[src/rtl/load_store_unit.sv]
`default_nettype none
// ============================================================================
// Module   : load_store_unit
// Brief    : Data-memory initiator: byte lanes, load extension, SB/SH RMW.
// Revision : 1.0 - initial release
// ============================================================================
module load_store_unit #(
  parameter int unsigned DATA_BYTES = 3072
) (
  input  logic        clk,
  input  logic        reset,
  input  logic        req_valid,
  output logic        req_ready,
  input  logic        req_is_store,
  input  logic [2:0]  req_funct3,
  input  logic [31:0] req_addr,
  input  logic [31:0] req_wdata,
  output logic        resp_valid,
  output logic [31:0] resp_rdata,
  output logic        resp_fault,
  output logic [31:0] mem_addr,
  output logic        mem_read_enable,
  output logic        mem_write_enable,
  output logic [31:0] mem_write_data,
  input  logic [31:0] mem_read_data
);

  localparam logic [31:0] c_data_bytes = 32'(DATA_BYTES);

  typedef enum logic [1:0] {
    S_IDLE  = 2'd0,
    S_READ  = 2'd1,
    S_WRITE = 2'd2,
    S_RESP  = 2'd3
  } state_t;

  state_t      r_state;
  state_t      w_next_state;

  logic        r_is_store;
  logic [2:0]  r_funct3;
  logic [31:0] r_addr;
  logic [31:0] r_wdata;
  logic [31:0] r_rdata;
  logic        r_fault;

  logic        w_accept;
  logic        w_req_fault;
  logic        w_funct3_bad;
  logic        w_misaligned;
  logic [4:0]  w_shift;
  logic [31:0] w_shifted;
  logic [31:0] w_load_result;
  logic [31:0] w_lane_mask;
  logic [31:0] w_lane_data;
  logic [31:0] w_merged;

  assign w_accept = req_valid && (r_state == S_IDLE);

  // Request legality, evaluated on the raw inputs so the fault is known at acceptance.
  always_comb begin
    w_funct3_bad = 1'b0;
    w_misaligned = 1'b0;
    if (req_is_store) begin
      w_funct3_bad = (req_funct3 >= 3'd3);
    end else begin
      w_funct3_bad = (req_funct3 == 3'd3) || (req_funct3 >= 3'd6);
    end
    if (req_funct3[1:0] == 2'd1) begin
      w_misaligned = req_addr[0];
    end else if (req_funct3[1:0] == 2'd2) begin
      w_misaligned = (req_addr[1:0] != 2'b00);
    end
    w_req_fault = (req_addr >= c_data_bytes) || w_funct3_bad || w_misaligned;
  end

  assign w_shift   = {r_addr[1:0], 3'b000};
  assign w_shifted = mem_read_data >> w_shift;

  always_comb begin
    w_load_result = 32'd0;
    case (r_funct3)
      3'd0:    w_load_result = {{24{w_shifted[7]}}, w_shifted[7:0]};
      3'd1:    w_load_result = {{16{w_shifted[15]}}, w_shifted[15:0]};
      3'd2:    w_load_result = mem_read_data;
      3'd4:    w_load_result = {24'd0, w_shifted[7:0]};
      3'd5:    w_load_result = {16'd0, w_shifted[15:0]};
      default: w_load_result = 32'd0;
    endcase
  end

  // Replicating the store data across lanes lets one mask pick the target lane.
  always_comb begin
    if (r_funct3[0]) begin
      w_lane_mask = 32'h0000_FFFF << w_shift;
      w_lane_data = {2{r_wdata[15:0]}};
    end else begin
      w_lane_mask = 32'h0000_00FF << w_shift;
      w_lane_data = {4{r_wdata[7:0]}};
    end
    w_merged = (mem_read_data & ~w_lane_mask) | (w_lane_data & w_lane_mask);
  end

  always_ff @(posedge clk or posedge reset) begin
    if (reset) begin
      r_state <= S_IDLE;
    end else begin
      r_state <= w_next_state;
    end
  end

  always_comb begin
    w_next_state     = r_state;
    req_ready        = 1'b0;
    resp_valid       = 1'b0;
    mem_read_enable  = 1'b0;
    mem_write_enable = 1'b0;
    mem_addr         = 32'd0;
    mem_write_data   = 32'd0;
    case (r_state)
      S_IDLE: begin
        req_ready = 1'b1;
        if (w_accept) begin
          if (w_req_fault) begin
            w_next_state = S_RESP;
          end else if (req_is_store && (req_funct3 == 3'd2)) begin
            w_next_state = S_WRITE;
          end else begin
            w_next_state = S_READ;
          end
        end
      end
      S_READ: begin
        mem_read_enable = 1'b1;
        mem_addr        = {r_addr[31:2], 2'b00};
        w_next_state    = r_is_store ? S_WRITE : S_RESP;
      end
      S_WRITE: begin
        mem_write_enable = 1'b1;
        mem_addr         = {r_addr[31:2], 2'b00};
        mem_write_data   = r_wdata;
        w_next_state     = S_RESP;
      end
      S_RESP: begin
        resp_valid   = 1'b1;
        w_next_state = S_IDLE;
      end
      default: w_next_state = S_IDLE;
    endcase
  end

  // r_wdata doubles as the outgoing write word: SB/SH overwrite it with the merge.
  always_ff @(posedge clk or posedge reset) begin
    if (reset) begin
      r_is_store <= 1'b0;
      r_funct3   <= 3'd0;
      r_addr     <= 32'd0;
      r_wdata    <= 32'd0;
      r_rdata    <= 32'd0;
      r_fault    <= 1'b0;
    end else if (w_accept) begin
      r_is_store <= req_is_store;
      r_funct3   <= req_funct3;
      r_addr     <= req_addr;
      r_wdata    <= req_wdata;
      r_rdata    <= 32'd0;
      r_fault    <= w_req_fault;
    end else if (r_state == S_READ) begin
      if (r_is_store) begin
        r_wdata <= w_merged;
      end else begin
        r_rdata <= w_load_result;
      end
    end
  end

  assign resp_rdata = r_rdata;
  assign resp_fault = r_fault;

endmodule
`default_nettype wire

[config.mk]
export PLATFORM = sky130hd
export DESIGN_NAME = load_store_unit
export DESIGN_NICKNAME = d
export VERILOG_FILES = /design/src/rtl/load_store_unit.sv
export SDC_FILE = /design/constraint.sdc
export NUM_CORES = 1
export LEC_CHECK = 0
export CAP_MARGIN = 20
export CELL_PAD_IN_SITES_DETAIL_PLACEMENT = 0
export CELL_PAD_IN_SITES_GLOBAL_PLACEMENT = 1
export CORE_UTILIZATION = 29
export DETAILED_ROUTE_END_ITERATION = 10
export GPL_ROUTABILITY_DRIVEN = 0
export PLACE_DENSITY = 0.79
export SLEW_MARGIN = 10
export SYNTH_ARGS = -nofsm -noshare
export SYNTH_HDL_FRONTEND = slang
export SYNTH_SLANG_ARGS = --single-unit
[constraint.sdc]
create_clock -name clk -period 3.4 [get_ports clk]
set_input_delay 0.51 -clock clk [delete_from_list [all_inputs] [get_ports clk]]
set_output_delay 0.51 -clock clk [all_outputs]
set_load 0.005 [all_outputs]
# After elaboration in Yosys (flattened, before gate mapping)
# Cells that the tools add are included.
[word_totals] reg_bits=103 input_bits=103 output_inout_bits=101 elab_cells=66
[op_classes] magnitude_cmp=3 eq_ne=13 shift=3 muxes=23 bitwise=4 n_reduce_logical=13
[op_table] operator="32-bit 2-to-1 mux" n=10
[op_table] operator="32-bit case mux with 5 select lines" n=1
[op_table] operator="32-bit bitwise AND" n=2
[op_table] operator="32-bit by 12-bit >= comparator with 1-bit output (second input constant)" n=1
[op_table] operator="32-bit inverter" n=1
[op_table] operator="32-bit bitwise OR" n=1
[op_table] operator="16-bit by 5-bit left shift with 32-bit output (first input constant)" n=1
[op_table] operator="8-bit by 5-bit left shift with 32-bit output (first input constant)" n=1
[op_table] operator="32-bit by 5-bit >> shifter with 16-bit output" n=1
[op_table] operator="3-bit by 2-bit equality test with 1-bit output (second input constant)" n=3
[op_table] operator="1-bit 2-to-1 mux" n=8
[op_table] operator="2-bit case mux with 4 select lines" n=1
[op_table] operator="2-bit equality test (second input constant)" n=3
[op_table] operator="3-bit equality test (second input constant)" n=2
[op_table] operator="2-bit 2-to-1 mux" n=3
[op_table] operator="2-bit nonzero test" n=3
[op_table] operator="2-bit by 1-bit equality test with 1-bit output (second input constant)" n=2
[op_table] operator="2-bit AND reduction" n=2
[op_table] operator="3-bit by 1-bit equality test with 1-bit output (second input constant)" n=1
[op_table] operator="3-bit by 2-bit >= comparator with 1-bit output (second input constant)" n=1
[op_table] operator="3-bit >= comparator (second input constant)" n=1
[op_table] operator="3-bit logical NOT" n=1
[op_table] operator="1-bit logical OR" n=3
[op_table] operator="1-bit logical AND" n=2
[op_table] operator="4 further kinds" n=4

# Longest topological paths before layout
# Gate-level depths: netlist of the first run.
[logic_depth] word_depth=8 depth_mapped=9 ltp_nobuf=6

# Least setup slack after synthesis of the first run
# No wires, ideal clock.
[synth_timing] path_type="register to register" startpoint="reg r_state[0]" endpoint="reg r_rdata[16], in the netlist resp_rdata[16]" setup_time_ns=0.066 arrival_time_ns=1.768 required_time_ns=3.334 slack_ns=1.565 path_stages_with_launch=8 path_buffers=1 synth_period_minus_slack_ns=1.835 cell_sequence="dfrtp_1 -> inv_1 -> ha_1 -> nand2_1 -> nand3_1 -> nor4_4 -> buf_6 -> a221o_1"
[synth_via] elab_chain_len=4 elab_cells_between_ends=7 classes_between="eq/ne: 2; mux: 1; reduce/logical: 4"
[synth_rtl] element="start, declared" line="37" rtl="state_t r_state;"
[synth_rtl] element="start signal, assigned" line="108" rtl="r_state <= w_next_state;"
[synth_rtl] element="2-bit logical NOT" line="58" rtl="assign w_accept = req_valid && (r_state == S_IDLE);"
[synth_rtl] element="1-bit logical AND" line="58"
[synth_rtl] element="2-bit by 1-bit inequality test with 1-bit output (no source line) / 2-bit nonzero test (equally long branches)"
[synth_rtl] element="2-bit AND reduction (no source line)"
[synth_rtl] element="end signal, assigned" line="172" rtl="r_rdata <= w_load_result;"
[synth_rtl] element="end, declared" line="44" rtl="logic [31:0] r_rdata;"
# Several ways; a longest one is shown, not always the timed one.
# A chain may end at the register's enable or synchronous reset.

# Worst setup path in the final report of the first run
[layout_timing] startpoint="reg r_state[0]" endpoint="out mem_addr[5]"
[layout_via] elab_chain_len=3 elab_cells_between_ends=4 classes_between="eq/ne: 2; mux: 1; reduce/logical: 1"
[layout_rtl] element="2-bit by 1-bit equality test with 1-bit output / 2-bit equality test (equally long branches)" line="120" rtl="case (r_state)"
[layout_rtl] element="2-bit OR reduction (no source line) (*)"
[layout_rtl] element="32-bit 2-to-1 mux (*)" line="120"
[layout_rtl] element="end, declared" line="21" rtl="output logic [31:0] mem_addr,"
# Mark *: on every way between the ends. The rest lies on a longest branch, timed or not.

==> qor.yml, run 1 <==
setup_path:
  critical_path.max_fanout: 31
  cp.required_ns: 2.89
  critical_path.slowest_cell: "sky130_fd_sc_hd__clkdlybuf4s50_1"
  critPathTopFamily: "buffers and inverters"
  setup.worst_path.class: "flop to primary output"
  critical-path-max-stage-delay_ns: 0.52
  startpoint_type: "flop"
  crit_path_cell_trace: "inv_1, ha_1, buf_4, and2_1, clkdlybuf4s50_1"
  critPathCaptureType: "primary output"
  worst-endpoint-arrival_ns: 2.09
  timing.critical_path.buf_inv: 3
cts:
  cts_hold_repair.buffers: 0
  number_of_setup_buffers_added_after_cts: 0
  clock_tree.root_cell: "sky130_fd_sc_hd__clkbuf_16"
  cts_resized: 0
  cts-buffers-inserted: 9
  ctsHtreeMaxLevel: 3
  path_clk_slew_ns: 0.08
  cts_max_path_buffers: 2
  tritoncts: "done"
  clock_latency_ns: 0.36
  clkSinkCount: 103
synth:
  synth_area_mm2: 0.00551
  synth.distinct_cells: 45
  netlist.area_leader.share_pct: 46.8
  synth_top_cells_by_area: "sky130_fd_sc_hd__dfrtp_1, sky130_fd_sc_hd__nand2_1, sky130_fd_sc_hd__and2_1, sky130_fd_sc_hd__o21ai_0, sky130_fd_sc_hd__a221o_1"
  syn_avg_cell_area_um2: 8.90
  synth.ff_latch_count: 103
  yosysWarningCount: 0
  synth-seq-area-share_pct: 46.8
  synth_top_cell_by_area: "sky130_fd_sc_hd__dfrtp_1"
  postSynthCellCount: 619
global_route:
  grt_pass1_vias: 5463
  grt-ovfl-total: 0
  grt_antenna_before_repair: 2
  grt_first_pass_wirelength_mm: 31.6
  grt.total_usage_pct: 21.0
  largest_net_degree_at_the_start_of_global_routing: 70
run_status:
  run_status: "complete, no violations"
detailed_routing:
  wire_per_inst_um: 19.2
  antenna_left: 0
  vias: 5354
  dr.first_iter.drc_count: 401
  detail_route.drc_violations: 0
  drt_pass1_iterations: 6
  drt-vias-per-instance: 5.17
  routed_wl_mm: 19.9
hold_path:
  min_path_type: "flop to flop"
floorplan:
  num_rows: 50
  initial_utilization_pct: 29.5
  design.portCount: 204
  total_die_area_mm2: 0.0195
  fp.dieH_um: 140
  core-area_mm2: 0.0186
  die_w_um: 140
sta:
  timing_hold_violations_final: 0
  final_worst_path_period_need_ns: 2.60
  finalClockSkew_ns: 0.0107
  finalMaxSlewViolations: 0
  fmax_mhz: 385
  setup-violations-final: 0
  tightest_slew_ns: 0.900
  rsz0062_at_grt: "false"
  tns_ns: 0
  timing.max_slew.rel_slack_pct: 39.6
  finalCritPeriodShare_pct: 76.4
power:
  total_power_w: 0.00696
  p_leak_nw: 3.43
  power-per-cell-area_mw_per_mm2: 868
  peak_ir_drop_on_the_vdd_network_uv: 485
place:
  io_buffer_count: 201
  dp_hpwl_mm: 14.4
final_layout:
  finalNetCount: 904
  synthToLayoutAreaGrowth_pct: 45.7
  drive_above_1_share_pct: 5.11
  num-fill-cells: 1853
  total_inserted_antenna_cells: 0
  sequential_cell_area_mm2: 0.00258
  multi_input_area_mm2: 0.00266
run:
  maxCapViolations: 0
cell usage after synthesis, drive strengths merged:
master / number
buf: 26
mux2i: 12
clkinv: 1
conb: 1
nor4: 6
nand4: 2
clkbuf: 24
o211a: 2
a2bb2oi: 1
o31ai: 1
mux4: 1
nor3b: 2
and2: 63
nand4bb: 1
nand3b: 2
nor2: 16
a221o: 24
a221oi: 16
o21a: 1
and4: 1
a22o: 7
a21oi: 13
nor2b: 5
nor3: 1
o22ai: 11
nand3: 1
and3: 2
dfrtp: 103
nand2: 160
a22oi: 15
o2bb2ai: 8
o21ai: 61
ha: 4
a31oi: 8
inv: 11
mux2: 2
a21o: 2
a222oi: 1
nor4b: 1
final timing paths:
| path | startpoint | endpoint | slack, ns | cells past startpoint |
|---|---|---|---|---|
| worst min register to register | r_addr[9] | r_addr[9] | 0.47 | 2 |
| worst min-delay path | r_addr[9] | r_addr[9] | 0.47 | 2 |
| max in group asynchronous | reset | asynchronous set/reset pin | 2.15 | 3 |
| worst max-delay path | r_state[0] | mem_addr[5] | 0.80 | 5 |
| worst max register to register | r_addr[1] | r_wdata[17] | 0.92 | 4 |
| min in group asynchronous | reset | r_addr[26] | 0.53 | 2 |
kinds of logic after synthesis:
| family | Yosys count | synth area share, % |
|---|---|---|
| AND/OR/NAND/NOR | 263 | 22.6 |
| AO/OA/AOI/OAI | 171 | 21.5 |
| flip-flops | 103 | 46.8 |
| buffers and inverters | 62 | 5.11 |
| multiplexers | 15 | 3.00 |
| adder cells (fa/ha/maj) | 4 | 0.909 |
| other | 1 | 0.0681 |
worst reg2reg max path, cell delays in order (launching register included):
cell and delay (ns):
sky130_fd_sc_hd__dfrtp_1 0.65, sky130_fd_sc_hd__nor2b_1 0.69, sky130_fd_sc_hd__a21o_1 0.50, sky130_fd_sc_hd__mux2i_1 0.37
sky130_fd_sc_hd__a21oi_1 0.12
placed cells by master, fill, tap and decap left out, drive strengths merged, types with 2 or more instances in the layout:
cell type and n:
ha 4, clkbuf 9, a22oi 15, o21ai 61
a221oi 16, mux2i 12, nor2 16, clkdlybuf4s50 201
nor3b 2, a22o 7, inv 16, nand3b 2
a31oi 8, nor4 6, and3 2, o22ai 11
dfrtp 103, and2 63, conb 2, nor2b 5
nand2 160, mux2 2, o2bb2ai 8, a21oi 13
a221o 24, buf 15, a21o 2, nand4 2
o211a 2
power breakdown:
part	switching [W]	total, W	internal (W)
Sequential	0.000415	0.00216	0.00174
Clock	0.000525	0.00111	0.000588
Combinational	0.00183	0.00370	0.00187
sequential cells by signal (all words and copies together) (netlist names), named ones only:
register    flops
r_addr         32
r_funct3        3
r_is_store      1
r_state         2
r_wdata        24
resp_fault      1
resp_rdata     32
per-stage QoR:
stage               std cells  cell area [µm²]  hold WS, ns  worst slack, ns  util, %
finish                   1036             8020        0.467            0.802     43.0
global route             1036             8020        0.490            0.637     43.0
CTS                      1036             8020        0.473            0.789     43.0
detailed placement       1020             7710        0.455            0.712     41.4
global placement         1020             7710        0.449            0.776     41.4
floorplan                 620             5510        0.437            0.186        -
per-layer routing:
layer	GRT usage, %	vias up	part of all wire [%]
met4	7.81	0	2.5
met3	5.40	31	8.6
met5	0	-	0
met2	32.5	269	44
li1	-	2532	-
met1	28.1	2522	44
cell type report:
cell class,instances,area share (%)
Clock buffer,9,2.81
Clock inverter,7,1.05
Inverter,12,0.593
Multi-Input combinational cell,455,33.1
Sequential cell,103,32.1
Tap cell,234,3.65
Timing Repair Buffer,216,26.6
Power figures use the tool's default switching activity.
==> run 2: changes to the inputs <==
Settings changed: CORE_UTILIZATION 29 to 33, PLACE_DENSITY 0.79 to 0.85.
Clock period 3.4 ns to 2.4 ns, I/O delays scaled along.
==> qor.yml, run 2 (same netlist as run 1, synthesis figures left out) <==
final_layout:
  multi_input_area_mm2: 0.00266  # unchanged
  drive_above_1_share_pct: 7.08  # +2.0 points
  finalNetCount: 921  # +1.9%
  total_inserted_antenna_cells: 0  # unchanged
  num-fill-cells: 1467  # -21%
  layout_common_cells: "sky130_fd_sc_hd__clkdlybuf4s50_1, sky130_fd_sc_hd__nand2_1, sky130_fd_sc_hd__dfrtp_1"
  layout.cells.most_common: "sky130_fd_sc_hd__clkdlybuf4s50_1"
  synthToLayoutAreaGrowth_pct: 48.2
  sequential_cell_area_mm2: 0.00258  # unchanged
floorplan:
  initial_utilization_pct: 34.3  # +4.8 points
  num_rows: 46  # -8.0%
  core-area_mm2: 0.0161  # -14%
  die_w_um: 131  # -6.2%
  fp.dieH_um: 131  # -6.2%
  design.portCount: 204  # unchanged
  total_die_area_mm2: 0.0172  # -12%
global_route:
  grt_pass1_vias: 5499  # +0.66%
  largest_net_degree_at_the_start_of_global_routing: 47  # -33%
  grt.total_usage_pct: 22.7  # +1.8 points
  grt-ovfl-total: 0  # unchanged
  grt_first_pass_wirelength_mm: 30.7  # -2.9%
  grt_antenna_before_repair: 1  # -1
setup_path:
  timing.critical_path.buf_inv: 3  # unchanged
  cp.required_ns: 2.04  # -0.85 ns
  critical_path.max_fanout: 31  # unchanged
  critical-path-max-stage-delay_ns: 0.50  # -0.02 ns
  startpoint_type: "flop"
  critPathTopFamily: "buffers and inverters"
  crit_path_cell_trace: "inv_1, ha_1, buf_12, and2_1, clkdlybuf4s50_1"
  worst-endpoint-arrival_ns: 1.98  # -0.11 ns
  critical_path.slowest_cell: "sky130_fd_sc_hd__clkdlybuf4s50_1"
  setup.worst_path.class: "flop to primary output"
  critPathCaptureType: "primary output"
cts:
  cts-buffers-inserted: 9  # unchanged
  clock_latency_ns: 0.36  # about the same
  clock_tree.root_cell: "sky130_fd_sc_hd__clkbuf_16"
  cts_hold_repair.buffers: 0  # unchanged
  path_clk_slew_ns: 0.07  # about the same
  cts_max_path_buffers: 2  # unchanged
  tritoncts: "done"
  ctsHtreeMaxLevel: 3  # unchanged
  clkSinkCount: 103  # unchanged
detailed_routing:
  wire_per_inst_um: 18.8  # -2.0%
  antenna_left: 0  # unchanged
  drt_pass1_iterations: 6  # unchanged
  drt-vias-per-instance: 5.49  # +6.2%
  routed_wl_mm: 19.5  # -2.1%
  dr.first_iter.drc_count: 604  # +51%
  vias: 5681  # +6.1%
  detail_route.drc_violations: 0  # unchanged
sta:
  timing_hold_violations_final: 0  # unchanged
  setup-violations-final: 0  # unchanged
  timing.max_slew.rel_slack_pct: 44.4  # +4.9 points
  tightest_slew_ns: 0.827  # -0.0728 ns
  setup_slack_ns: 0.0590  # -0.743 ns
  tns_ns: 0  # unchanged
  fmax_mhz: 427
  finalCritPeriodShare_pct: 97.5
  finalClockSkew_ns: 0.0117  # +0.00103 ns
  whs_ns: 0.429  # -0.0383 ns
  finalMaxSlewViolations: 0  # unchanged
  rsz0062_at_grt: "true"
  final_worst_path_period_need_ns: 2.34
place:
  dp_hpwl_mm: 14.5  # +0.98%
  io_buffer_count: 201  # unchanged
  pre_cts_ws_ns: 0.0170  # -0.695 ns
run:
  maxCapViolations: 0  # unchanged
power:
  peak_ir_drop_on_the_vdd_network_uv: 619  # +28%
  power-per-cell-area_mw_per_mm2: 1230  # +42%
  p_leak_nw: 3.58  # +4.2%
run_status:
  run_status: "complete, no violations"
hold_path:
  min_path_type: "input pin to asynchronous set/reset pin"
## run 2: power by group
part / switching, W / internal, W / total (W)
Combinational: 0.00269 / 0.00286 / 0.00555
Sequential: 0.000563 / 0.00247 / 0.00303
Clock: 0.000725 / 0.000726 / 0.00145
Total: 0.00398 / 0.00605 / 0.0100
## run 2: what timing repair did
item / 4_1_cts / 5_1_grt
setup buffers: 0 / 2
setup endpoints to repair: 30 / 50
pin swaps: 0 / 1
resized for setup: 3 / 4
## run 2: path summary, 6_finish.rpt
kind / startpoint / end / slack (ns) / cells past startpoint
max: r_state[0] / mem_addr[24] / 0.06 / 5
min reg2reg: r_addr[26] / r_addr[26] / 0.47 / 2
max in group asynchronous: reset / resp_rdata[3] / 1.33 / 3
min: reset / r_wdata[16] / 0.43 / 2
min in group clk: r_addr[26] / r_addr[26] / 0.47 / 2
max reg2reg: r_state[0] / resp_rdata[27] / 0.21 / 6
## run 2: stage by stage
step                      power, W  instances  instance area [µm²]  util, %
after floorplan            0.00586        620                 5510        -
after global placement     0.00829       1016                 7820     48.7
after detailed placement   0.00846       1016                 7820     48.7
after CTS                   0.0100       1032                 8120     50.6
after global routing        0.0108       1035                 8160     50.8
final                       0.0100       1035                 8160     50.8
## run 2: routing by layer
metal,up-vias,GRT usage (%),share of wire (%),wire length (µm)
met2,322,36.1,45,8860
li1,2565,-,-,-
met4,2,10.5,3.6,696
met5,-,0,0.056,11
met3,47,6.29,10,1970
met1,2745,28.6,41,7940
## run 2: layout make-up
class	count	area share (%)
Multi-Input combinational cell	455	32.6
Sequential cell	103	31.6
Timing Repair Buffer	233	28.4
Tap cell	216	3.31
Clock buffer	9	2.76
Clock inverter	7	0.782
Inverter	12	0.598
## run 2: worst register-to-register path: stages (launching register included)
cell and delay (ns):
sky130_fd_sc_hd__dfrtp_1 0.38, sky130_fd_sc_hd__buf_4 0.13, sky130_fd_sc_hd__ha_1 0.21, sky130_fd_sc_hd__nor2b_1 0.32
sky130_fd_sc_hd__nand3_1 0.21, sky130_fd_sc_hd__nor4_4 0.66, sky130_fd_sc_hd__a221o_1 0.22
==> RTL edit 1 (config.mk and constraints of run 1) <==
Re-encode `state_t` (4 states) as one-hot, 4 bits wide.
--- a/src/rtl/load_store_unit.sv
+++ b/src/rtl/load_store_unit.sv
@@ -27,11 +27,11 @@
 
   localparam logic [31:0] c_data_bytes = 32'(DATA_BYTES);
 
-  typedef enum logic [1:0] {
-    S_IDLE  = 2'd0,
-    S_READ  = 2'd1,
-    S_WRITE = 2'd2,
-    S_RESP  = 2'd3
+  typedef enum logic [3:0] {
+    S_IDLE  = 4'b0001,
+    S_READ  = 4'b0010,
+    S_WRITE = 4'b0100,
+    S_RESP  = 4'b1000
   } state_t;
 
   state_t      r_state;
Behaviour: same outputs for any inputs over 4 cycles, from zero or initial values and one cycle with reset high; so few cycles prove little.
==> RTL edit 1 against run 1 <==
Wire length is 2.9% lower; synthesized cell count is 3.2% higher; final cell count is 4.4% higher; first-iteration DRC count is 17% lower; synthesized area is 3.0% higher; worst setup slack worse by 19 ps; clock skew is 1.3 ps higher; non-clock buffer count stayed put; cell area is 2.4% higher; register-to-register slack better by 140 ps; sequential cell count is 2 higher; count of clock-buffer cells in the layout stayed put.
Power is not compared: it rests on default switching activity, and its combinational part moved more than twofold at a synthesized area within 25%.
==> RTL edit 1: results (changes against run 1) <==
.. list-table::
   :header-rows: 1

   * - Metric
     - Value
   * - Top cells by instance count after synthesis
     - 151 x sky130_fd_sc_hd__nand2_1, 104 x sky130_fd_sc_hd__dfrtp_1, 64 x sky130_fd_sc_hd__and2_1
   * - Largest cells by area after synthesis
     - sky130_fd_sc_hd__dfrtp_1 46%, sky130_fd_sc_hd__nand2_1 10%, sky130_fd_sc_hd__and2_1 7.1%
   * - Number of logic inverters in the finished layout
     - 21 (+9)
   * - GRT Overall Usage
     - 0.196 (-0.0137)
   * - Tightest Pin Transition
     - 958 ps (+58.4 ps)
   * - Area of the core
     - 19000 µm² (+1.7%)
   * - Distinct cells, synth
     - 53 (+18%)
   * - Multi-In Gates
     - 464 (+2.0%)
   * - Worst Path Arrival
     - 2110 ps (+20 ps)
   * - Largest net degree at the start of global routing
     - 52 (-26%)
   * - Largest driver fanout on the critical path
     - 34 (+9.7%)
   * - Dpl hpwl
     - 14.4 mm (+0.39%)
   * - Status
     - complete, no violations
   * - Routed wire length
     - 19.3 mm (-2.9%)
   * - Number of antenna violations at the first check in global routing
     - 0 (-2)
   * - Buffering overhead
     - 0.259 (-0.00769)
   * - Global-route track usage on met3
     - 0.0601 (+0.00605)
   * - Cells after DPL
     - 1066 (+4.5%)
   * - Total via count after detailed routing
     - 5347 (-0.13%)
   * - Dpl ws
     - 953 ps (+241 ps)
   * - GR met1 Demand/Resource
     - 0.242 (-0.0391)
   * - Critical Path Max Stage Delay
     - 500 ps (-20 ps)
   * - DR WL/cell
     - 17.9 µm (-7.0%)
   * - Routed metal-1 wire length
     - 8.30 mm (-6.2%)
   * - Layout net count
     - 920 (+1.8%)
   * - Clock Skews
     - 12.0 ps (+1.32 ps)
## RTL edit 1: changes by cell type after synthesis, sizes merged, moves of 9 or more
cell | run 1 | this run
o211ai | 0 | 9
a221oi | 16 | 1
o22ai | 11 | 0
mux2i | 12 | 22
o221ai | 0 | 25
a21oi | 13 | 55
a22oi | 15 | 2
a2bb2oi | 1 | 15
o21ai | 61 | 18
nand2 | 160 | 151
## RTL edit 1: worst paths after layout
| kind | slack [ps] | depth (start not counted) | endpoint | from |
|---|---|---|---|---|
| hold / removal | 470 | 2 | r_addr[3]$_DFFE_PP0P_ | r_addr[3]$_DFFE_PP0P_ |
| hold reg to reg | 470 | 2 | r_addr[3]$_DFFE_PP0P_ | r_addr[3]$_DFFE_PP0P_ |
| setup / recovery | 780 | 4 | mem_write_data[2] | r_state[1]$_DFFE_PP0P_ |
| max in group asynchronous | 1980 | 3 | asynchronous set/reset pin | reset |
| setup reg to reg | 1060 | 4 | flip-flop | r_state[0]$_DFFE_PP1P_ |
| min in group asynchronous | 610 | 2 | resp_rdata[24]$_DFFE_PP0P_ | reset |
## RTL edit 1: metrics by stage
stage | total power (µW) | utilization | hold WS (ps)
after global routing | 3700 | 0.433 | 491
after global placement | 2410 | 0.417 | 449
final | 3510 | 0.433 | 466
after floorplan | 2090 | - | 437
after detailed placement | 2430 | 0.417 | 454
after CTS | 3540 | 0.433 | 473
## RTL edit 1: kinds of logic (layout without fill, tap and decap cells)
family                    count (synthesis)  after routing  share of synthesized area
xor gates and xnor gates                  1              1                    0.00154
AOI/OAI and AO/OA                       154            154                      0.190
and+or+nand+nor                         284            284                      0.246
muxes                                    23             23                     0.0408
other                                     1              2                   0.000661
buffers and inverters                    71            253                     0.0571
DFF                                     105            105                      0.464
==> RTL edit 2 (settings of run 1) <==
Made on the original files. Change the parameter `DATA_BYTES` from 3072 to 1536.
--- a/src/rtl/load_store_unit.sv
+++ b/src/rtl/load_store_unit.sv
@@ -5,7 +5,7 @@
 // Revision : 1.0 - initial release
 // ============================================================================
 module load_store_unit #(
-  parameter int unsigned DATA_BYTES = 3072
+  parameter int unsigned DATA_BYTES = 1536
 ) (
   input  logic        clk,
   input  logic        reset,
Check against the original RTL: not equivalent (Yosys sat finds a counterexample within 4 cycles, from zero or initial values and one cycle with reset high).
==> RTL edit 2 against run 1 <==
Clock power decreased by 5%; critical path type unchanged; largest power group unchanged; sequential cell count unchanged; first-iteration DRC count down 25%; global-route usage shrank 1.2 points; synthesized area rose by 1.5%; total power is 1.9% higher; critical path depth unchanged; wire length fell by 2.3%; via count barely moved; cell area increased by 0.25%; critical endpoint is now mem_write_data[21]; worst setup slack got worse by 370 ps; register-to-register slack better by 130 ps.
==> RTL edit 2: results (changes against run 1) <==
.. list-table::
   :header-rows: 1

   * - Metric
     - Value
   * - Lkg Pwr
     - 0.00340 µW (-0.79%)
   * - IR Drop Worst-Case VDD
     - 0.345 mV (-29%)
   * - Dpl hpwl
     - 14.4 mm (+0.55%)
   * - Slack of the worst reg-to-reg path
     - 1050 ps (+130 ps)
   * - Global-route met2 utilization
     - 0.313 (-0.0116)
   * - Number of antenna violations at the first check in global routing
     - 0 (-2)
   * - Critical Path Max Stage Delay
     - 700 ps (+180 ps)
   * - Clock Skews
     - 9.85 ps (-0.866 ps)
   * - Layout net count
     - 887 (-1.9%)
   * - Combinational power
     - 3890 µW (+5%)
   * - Max frequency
     - 337 MHz (-13%)
   * - Mux contribution to synthesized area
     - 0.0414 (+0.0114)
   * - Vias in the first global route
     - 5320 (-2.6%)
   * - Total cell area at the placement stage
     - 7740 µm² (+0.42%)
   * - GRT Overall Usage
     - 0.198 (-0.0116)
   * - Net Sw Frac
     - 0.398 (+0.000628)
   * - FF-to-FF End
     - r_wdata[23]$_DFFE_PP0P_
   * - Number of iterations in the first detailed-routing pass
     - 5 (-1)
   * - Largest net degree at the start of global routing
     - 44 (-37%)
   * - Status
     - complete, no violations
   * - End point of the most critical hold path
     - r_addr[24]$_DFFE_PP0P_
   * - Met3 WL post-DR
     - 1.90 mm (+11%)
   * - Wire length of the first global-routing pass
     - 30.2 mm (-4.7%)
   * - Part of the total power dissipated in combinational logic
     - 0.548 (+0.017)
   * - Adder and majority gate portion of the synthesized area
     - 0.00895 (-0.000134)
   * - Routed wire length
     - 19.4 mm (-2.3%)
   * - Startpoint of the most critical hold path
     - r_addr[24]$_DFFE_PP0P_
   * - Ratio of routed vias to standard cells
     - 5.26 (+1.7%)
   * - Global-route track usage on met3
     - 0.0652 (+0.0112)
[RTL edit 2: changes by cell type in the layout (fill, tap and decap cells not counted), moves of 7 or more]
cell	delta
sky130_fd_sc_hd__a221oi_1	-16
sky130_fd_sc_hd__nor2_1	+17
sky130_fd_sc_hd__a221o_1	+7
sky130_fd_sc_hd__o221ai_1	+16
sky130_fd_sc_hd__o21ai_0	-54
sky130_fd_sc_hd__nor3b_1	+7
sky130_fd_sc_hd__a21oi_1	+38
sky130_fd_sc_hd__nand2_1	-40
[RTL edit 2: worst max path at each step]
| stage | from | end | cells past startpoint |
|---|---|---|---|
| after floorplan | reset | asynchronous set/reset pin | 1 |
| after global placement | r_state[0]$_DFFE_PP0P_ | mem_write_data[18] | 5 |
| after detailed placement | r_state[0]$_DFFE_PP0P_ | mem_write_data[21] | 5 |
| after CTS | r_state[0]$_DFFE_PP0P_ | mem_write_data[21] | 5 |
| after global routing | r_state[0]$_DFFE_PP0P_ | mem_write_data[21] | 5 |
| final | r_state[0]$_DFFE_PP0P_ | mem_write_data[21] | 5 |
[RTL edit 2: cell families (layout without fill, tap and decap cells)]
kind of cell	Yosys count	in the layout
AOI/OAI and AO/OA	164	164
muxes	21	21
buffers and inverters	58	243
adders and majority gates	4	4
DFF	103	103
and+or+nand+nor	248	248
other	1	2
[RTL edit 2: final cells by class]
class / instances / area, µm² / area share
Timing Repair Buffer: 214 / 2110 / 0.262
Multi-Input combinational cell: 439 / 2710 / 0.337
Clock inverter: 7 / 71.3 / 0.00887
Sequential cell: 103 / 2580 / 0.321
Inverter: 13 / 51.3 / 0.00638
Clock buffer: 9 / 225 / 0.0280
Tap cell: 234 / 293 / 0.0364
